**src/rtl/pulse_emitter.sv**
```systemverilog
// Turns single-cycle trig requests into clamped-width high pulses, each followed by GAP_LEN forced low cycles.
// Latency: pulse_line rises in the cycle after the sampling edge of a trig that finds the emitter idle.
// Backpressure: none; requests during a pulse queue up to PEND_DEPTH, and further ones are dropped with sticky overflow.
module pulse_emitter #(
    parameter int MIN_LEN    = 3,
    parameter int MAX_LEN    = 15,
    parameter int GAP_LEN    = 2,
    parameter int PEND_DEPTH = 4,
    localparam int LW = $clog2(MAX_LEN + 1),
    localparam int PW = $clog2(PEND_DEPTH + 1)
) (
    input  logic          clk,
    input  logic          rst_n,
    input  logic          trig,
    input  logic [LW-1:0] len_in,
    input  logic          clr_ovf,
    output logic          pulse_line,
    output logic          busy,
    output logic          done,
    output logic [PW-1:0] pend_cnt,
    output logic          overflow
);

    localparam int GW = $clog2(GAP_LEN + 1);
    localparam int CW = (LW > GW) ? LW : GW;
    localparam int AW = (PEND_DEPTH > 1) ? $clog2(PEND_DEPTH) : 1;

    typedef enum logic [1:0] {
        IDLE,
        HIGH,
        GAP
    } state_t;

    state_t        state_q, state_d;
    logic [CW-1:0] cnt_q, cnt_d;

    logic [LW-1:0] len_clamped;
    logic [LW-1:0] head_len;
    logic [LW-1:0] start_len;
    logic          ready;
    logic          q_empty;
    logic          q_full;
    logic          start_from_q;
    logic          start_from_trig;
    logic          start;
    logic          push_req;
    logic          q_push;
    logic          q_pop;
    logic          drop;

    logic [LW-1:0] q_mem [PEND_DEPTH];
    logic [AW-1:0] wr_ptr, rd_ptr;

    function automatic logic [AW-1:0] ptr_inc(input logic [AW-1:0] p);
        return (p == AW'(PEND_DEPTH - 1)) ? '0 : p + AW'(1);
    endfunction

    always_comb begin
        len_clamped = len_in;
        if (len_in < LW'(MIN_LEN)) begin
            len_clamped = LW'(MIN_LEN);
        end else if (len_in > LW'(MAX_LEN)) begin
            len_clamped = LW'(MAX_LEN);
        end
    end

    // A pulse may start when idle or on the final gap cycle; queued requests go before a fresh trig.
    assign ready           = (state_q == IDLE) || ((state_q == GAP) && (cnt_q == '0));
    assign q_empty         = (pend_cnt == '0);
    assign q_full          = (pend_cnt == PW'(PEND_DEPTH));
    assign start_from_q    = ready && !q_empty;
    assign start_from_trig = ready && q_empty && trig;
    assign start           = start_from_q || start_from_trig;
    assign head_len        = q_mem[rd_ptr];
    assign start_len       = start_from_q ? head_len : len_clamped;

    assign push_req = trig && !start_from_trig;
    assign q_pop    = start_from_q;
    assign q_push   = push_req && (!q_full || q_pop);
    assign drop     = push_req && q_full && !q_pop;

    always_comb begin
        state_d = state_q;
        cnt_d   = cnt_q;
        case (state_q)
            IDLE: begin
                if (start) begin
                    state_d = HIGH;
                    cnt_d   = CW'(start_len) - CW'(1);
                end
            end
            HIGH: begin
                if (cnt_q == '0) begin
                    state_d = GAP;
                    cnt_d   = CW'(GAP_LEN - 1);
                end else begin
                    cnt_d = cnt_q - CW'(1);
                end
            end
            GAP: begin
                if (cnt_q == '0) begin
                    if (start) begin
                        state_d = HIGH;
                        cnt_d   = CW'(start_len) - CW'(1);
                    end else begin
                        state_d = IDLE;
                    end
                end else begin
                    cnt_d = cnt_q - CW'(1);
                end
            end
            default: begin
                state_d = IDLE;
                cnt_d   = '0;
            end
        endcase
    end

    always_ff @(posedge clk or negedge rst_n) begin
        if (!rst_n) begin
            state_q    <= IDLE;
            cnt_q      <= '0;
            pulse_line <= 1'b0;
            done       <= 1'b0;
            overflow   <= 1'b0;
        end else begin
            state_q    <= state_d;
            cnt_q      <= cnt_d;
            pulse_line <= (state_d == HIGH);
            done       <= (state_q == HIGH) && (cnt_q == '0);
            if (drop) begin
                overflow <= 1'b1;
            end else if (clr_ovf) begin
                overflow <= 1'b0;
            end
        end
    end

    always_ff @(posedge clk or negedge rst_n) begin
        if (!rst_n) begin
            wr_ptr   <= '0;
            rd_ptr   <= '0;
            pend_cnt <= '0;
        end else begin
            if (q_push) begin
                wr_ptr <= ptr_inc(wr_ptr);
            end
            if (q_pop) begin
                rd_ptr <= ptr_inc(rd_ptr);
            end
            if (q_push && !q_pop) begin
                pend_cnt <= pend_cnt + PW'(1);
            end else if (q_pop && !q_push) begin
                pend_cnt <= pend_cnt - PW'(1);
            end
        end
    end

    always_ff @(posedge clk) begin
        if (q_push) begin
            q_mem[wr_ptr] <= len_clamped;
        end
    end

    assign busy = (state_q != IDLE) || !q_empty;

endmodule

```
**config.mk**
```make
export PLATFORM = sky130hd
export DESIGN_NAME = pulse_emitter
export DESIGN_NICKNAME = d
export VERILOG_FILES = /design/src/rtl/pulse_emitter.sv
export SDC_FILE = /design/constraint.sdc
export NUM_CORES = 1
export LEC_CHECK = 0
export BUFFER_PORTS_ARGS = -buffer_cell sky130_fd_sc_hd__buf_4
export CAP_MARGIN = 10
export CELL_PAD_IN_SITES_DETAIL_PLACEMENT = 0
export CELL_PAD_IN_SITES_GLOBAL_PLACEMENT = 1
export CORE_ASPECT_RATIO = 0.7
export CORE_UTILIZATION = 23
export CTS_CLUSTER_DIAMETER = 120
export DETAILED_ROUTE_END_ITERATION = 10
export GPL_ROUTABILITY_DRIVEN = 0
export MAX_ROUTING_LAYER = met4
export PLACE_DENSITY = 0.53
export SLEW_MARGIN = 20
export SYNTH_ARGS = -nofsm -noshare
export SYNTH_HDL_FRONTEND = slang
export SYNTH_SLANG_ARGS = --single-unit
```
**constraint.sdc**
```tcl
create_clock -name clk -period 4.1 [get_ports clk]
set_clock_uncertainty 0.1 [all_clocks]
set_input_delay 0.205 -clock clk [delete_from_list [all_inputs] [get_ports clk]]
set_output_delay 0.205 -clock clk [all_outputs]
set_load 0.01 [all_outputs]
```
# Yosys cells after proc, flatten, opt, wreduce, memory -nomap -nowiden
# Memories as Yosys holds them, arrays and structs flattened.
# Cells that the tools add are included.
dict set report word_totals {
  register_bits 16
  latchBits 0
  inputBits 8
  mem_bits_ro 0
  ramBits 16
  n_memories 1
  out_inout_bits 7
}
dict set report op_classes {
  mux 20
  n_shift 0
  n_div 0
  n_addsub 6
  n_reduce_logical 26
  n_bitwise 0
  eq_ne 6
  mul 0
  magnitude_cmp 2
}
# name words width rd rd_ports_with_merged_regs wr line_no
set mem_list {}
lappend mem_list {q_mem 4 4 1 0 1 51} ;# logic [LW-1:0] q_mem [PEND_DEPTH];
# op n
set op_table {}
lappend op_table {{4-bit 2-to-1 mux} 6}
lappend op_table {{4-bit case mux with 3 select lines} 1}
lappend op_table {{1-bit logical AND} 11}
lappend op_table {{2-bit 2-to-1 mux} 5}
lappend op_table {{4-bit by 1-bit subtractor with 4-bit output (second input constant)} 2}
lappend op_table {{2-bit equality test (second input constant)} 3}
lappend op_table {{3-bit 2-to-1 mux} 2}
lappend op_table {{2-bit case mux with 3 select lines} 1}
lappend op_table {{2-bit nonzero test} 3}
lappend op_table {{1-bit zero test} 5}
lappend op_table {{1-bit 2-to-1 mux} 5}
lappend op_table {{2-bit by 1-bit adder with 2-bit output (second input constant)} 2}
lappend op_table {{2-bit by 1-bit equality test with 1-bit output (second input constant)} 2}
lappend op_table {{4-bit > comparator (second input constant)} 1}
lappend op_table {{4-bit zero test} 1}
lappend op_table {{1-bit logical OR} 4}
lappend op_table {{4-bit by 2-bit < comparator with 1-bit output (second input constant)} 1}
lappend op_table {{3-bit by 1-bit adder with 3-bit output (second input constant)} 1}
lappend op_table {{3-bit equality test (second input constant)} 1}
lappend op_table {{3-bit zero test} 1}
lappend op_table {{3-bit by 1-bit subtractor with 3-bit output (second input constant)} 1}
lappend op_table {{2-bit zero test} 1}

# Logic depth before layout (Yosys ltp)
dict set report depth {
  depth_word 12
  depth_mapped 14
}

# Least setup slack after synthesis
# Ideal clock, no wire load.
dict set report synth_path {
  path_kind {register to register}
  start {register cnt_q[0]}
  end {register pend_cnt[1]}
  setup_slack_ns 1.141
  setup_ns 0.125
  path_buffers 1
  path_stages_with_launch 13
  required_ns 3.875
  t_arrival_ns 2.734
  path_cell_list {dfrtp_1 > inv_1 > ha_1 > or3b_1 > buf_6 > a21oi_4 > xnor2_1 > o31ai_4 > inv_1 > ha_1 > inv_1 > fa_1 > mux2_2}
}
dict set report synth_between {
  elab_chain_len 11
}
# element line_no
set synth_rtl {}
lappend synth_rtl {{start: declaration} 35} ;# logic [CW-1:0] cnt_q, cnt_d;
lappend synth_rtl {{start signal: assignment} 128} ;# cnt_q <= cnt_d;
lappend synth_rtl {{4-bit zero test (*)} 68} ;# assign ready = (state_q == IDLE) || ((state_q == GAP) && (cnt_q == '0));
lappend synth_rtl {{1-bit logical AND (*)} 68}
lappend synth_rtl {{1-bit logical OR (*)} 68}
lappend synth_rtl {{1-bit logical AND (2 in a row)} 72} ;# assign start_from_trig = ready && q_empty && trig;
lappend synth_rtl {{1-bit zero test} 77} ;# assign push_req = trig && !start_from_trig;
lappend synth_rtl {{1-bit logical AND} 77}
lappend synth_rtl {{1-bit logical AND (*)} 79} ;# assign q_push = push_req && (!q_full || q_pop);
lappend synth_rtl {{net q_push} 47} ;# logic q_push;
lappend synth_rtl {{1-bit zero test} 153} ;# end else if (q_pop && !q_push) begin
lappend synth_rtl {{1-bit logical AND} 153}
lappend synth_rtl {{2-bit nonzero test (no source line)} n/a}
lappend synth_rtl {{end signal: assignment} 152} ;# pend_cnt <= pend_cnt + PW'(1);
lappend synth_rtl {{end signal: assignment} 154} ;# pend_cnt <= pend_cnt - PW'(1);
lappend synth_rtl {{end: declaration} 20} ;# output logic [PW-1:0] pend_cnt,
# The timed path passes the listed nets; every way through them passes the cells marked *.
# A chain may end at the register's enable or synchronous reset.

# Worst setup path after layout
# Ends and elaborated chain as after synthesis.

==> results.md <==
* Tot GR Track Use at 10.0%
* Post-synthesis register bit count at 32
* Clock power frac at 18.9%
* TritonCTS clock tree: built
* Worst setup SP type: register
* Hold Fails Final Rpt at 0
* Seq pwr share at 39.1%
* Placed cell count at 251
* Syn Area/Cell at 11.9 µm²
* RSZ-0062 raised after global routing: no
* Overall via count from detail_route at 1,110
* Die Wd at 106 µm
* CP max-delay cell: or3b_1
* Total Power at 1.56 mW
* DRT Pass-1 Iters at 4
* Diode count at 0
* Fmax achieved at 0.308 GHz
* Utilization after layout at 28.1%
* Slowest stage delay, CP at 0.52 ns
* Fillers at 773
* Vias in the first global route at 1,112
* CTS sink cnt at 32
* Sw Share at 38.2%
* Crit Path Max Fanout at 7
* Number of vias per cell at 4.27
* Post-DRT Antenna Nets at 0
* Worst VDD drop at 0.304 mV
* Synth area leaders: edfxtp_1 28%, dfrtp_1 23%, ha_1 5.8%
* HP Class: in -> reg
* Clk pin slew, worst setup/hold paths at 0.07 ns
* Synth warn at 0
* EDFF count, synth at 16
* TNS Setup at 0 ns
* Num ports at 15
* Synth Flop Type: edfxtp_1
* Worst slew pin tran at 0.630 ns
* Most common cell on crit path: inv_1
* # resized after CTS at 0
* Delay-heaviest family, CP: adder cells
* Largest net degree at the start of global routing at 17
* Initial antenna violation count at 0
* Fin crit period at 3.25 ns
* Reg area at 881 µm²
* Hold-fix buffers at CTS at 1
* Switch Pwr at 0.595 mW
* Synthesized Nets at 163
* Initial Util at 23.8%
* Area of the multi-input gates at 772 µm²
* Layout cells sized above 1 at 19.8%
* Clk_lat worst skew at 0.27 ns
* Critical Path End Type: register
* GR Overflow Total at 0
* # setup viols final at 0
* DR WL/cell at 13.2 µm
* Tcrit/Tclk final at 79.3%
* Total wire length at 3440 µm
* DRC viols at 0
* Synthesized cell area at 0.00174 mm²
* Height of the chip at 74.7 µm
* CP Data Arrival Time at 3.31 ns
* Final Non-Filler Cells at 260
* Slew Viols, Final at 0
* FFs w/ async S/R, synth at 50.0%
* First-pass GRT wire length at 5820 µm
* CP Buf/Inv Count at 3
* Max_cap viols at 0
* List of most frequent post-synthesis cells: 16 x dfrtp_1, 16 x edfxtp_1, 12 x inv_1, 12 x nand2_1, 12 x nor2_1
* Root buffer cell: clkbuf_8
* I/O Buffers at 14
* Core footprint at 0.00729 mm²
* Num CTS Buffers at 5
* Yosys top cell area share at 27.7%
* Worst slew margin at 58.0%
* Synth area leader: edfxtp_1
* Mapped Cells at 146
* Post-CTS repair timing setup buffer count at 0
* Fin nets at 178
* Status: finished clean
* Row cnt at 26
* Post-DP HPWL at 2520 µm
* Die ar. at 0.00790 mm²
* Sequential area share after synthesis at 50.8%
* CTS max path bufs at 2
* Area Overhead vs Synth at 18.2%
* Leakage power at 0.822 nW
* Crit-path cells: inv_1, ha_1, or3b_1, a21oi_4, xnor2_1, o31ai_4, inv_1, ha_1, inv_1, fa_1, mux2_2
* Power density cells at 760 mW/mm²
* Comb power frac at 42.0%
* H-tree levels at 2
* Int Power at 0.964 mW
* DRT iter0 DRCs at 123
* Netlist cell types at 37
* WS Path Type: reg -> reg
* Required @ worst endpoint at 4.16 ns
## cell type report
class	count	area share, %
Sequential cell	32	43.0
Clock buffer	6	3.54
Inverter	12	2.20
Timing Repair Buffer	16	5.98
Tap cell	98	5.98
Multi-Input combinational cell	94	37.6
Clock inverter	2	1.71
## per-layer routing
layer | GRT usage [%] | part of all wire [%] | wire (µm)
met4 | 2.78 | 0.35 | 12
met5 | - | 0 | 0
met2 | 15.5 | 47 | 1620
met1 | 13.2 | 47 | 1630
met3 | 2.34 | 5.0 | 173
## through the flow
step                      setup WS, ns  area [µm²]  hold slack, ns
final                            0.850        2050          0.0638
after global routing             0.633        2050          0.0601
after CTS                        0.845        2050          0.0572
after detailed placement         0.874        1930         -0.0168
after global placement           0.972        1930         -0.0204
after floorplan                   1.14        1740          -0.191
## final timing paths
kind | start | end | slack, ns | depth (start not counted)
max in group asynchronous | rst_n | wr_ptr[0] | 3.49 | 2
worst min register to register | overflow | overflow | 0.42 | 2
min in group asynchronous | rst_n | done | 0.22 | 2
worst min-delay path | len_in[3] | q_mem[3][3] | 0.06 | 1
worst max-delay path | cnt_q[0] | pend_cnt[1] | 0.85 | 11
worst max register to register | cnt_q[0] | pend_cnt[1] | 0.85 | 11
## cells by family (layout without fill, tap and decap cells)
logic type,after synthesis,in the layout,share of synthesized area (%)
fa+ha+maj,9,9,6.92
xor+xnor,8,8,4.04
mux,13,13,11.0
compound gates,25,25,11.9
buf+inv,20,36,4.76
simple gates,39,39,10.6
flops,32,32,50.8
## power groups by stage
stage                     clock network (mW)  registers [mW]  logic, mW
after detailed placement                   0           0.616      0.655
after global placement                     0           0.609      0.642
after CTS                              0.302           0.610      0.666
after floorplan                            0           0.554      0.535
after global routing                   0.319           0.634      0.732
final                                  0.295           0.609      0.655
## placed cells by master, fill, tap and decap left out, drive strengths merged, types with 3 or more instances in the layout
| master | n |
|---|---|
| mux4 | 4 |
| xor2 | 3 |
| edfxtp | 16 |
| a21o | 3 |
| mux2i | 6 |
| o21ai | 4 |
| ha | 8 |
| nor2 | 12 |
| mux2 | 3 |
| a21oi | 7 |
| inv | 12 |
| nor3 | 6 |
| dfrtp | 16 |
| xnor2 | 5 |
| buf | 15 |
| clkbuf | 6 |
| nand2 | 12 |
## flip-flops by register name, summed over array words and instances, names as in the netlist
register / count
wr_ptr: 2
cnt_q: 4
q_mem: 16
pulse_line: 1
state_q: 2
overflow: 1
rd_ptr: 2
done: 1
pend_cnt: 3
Note: power is estimated with default switching activity, not from simulation.
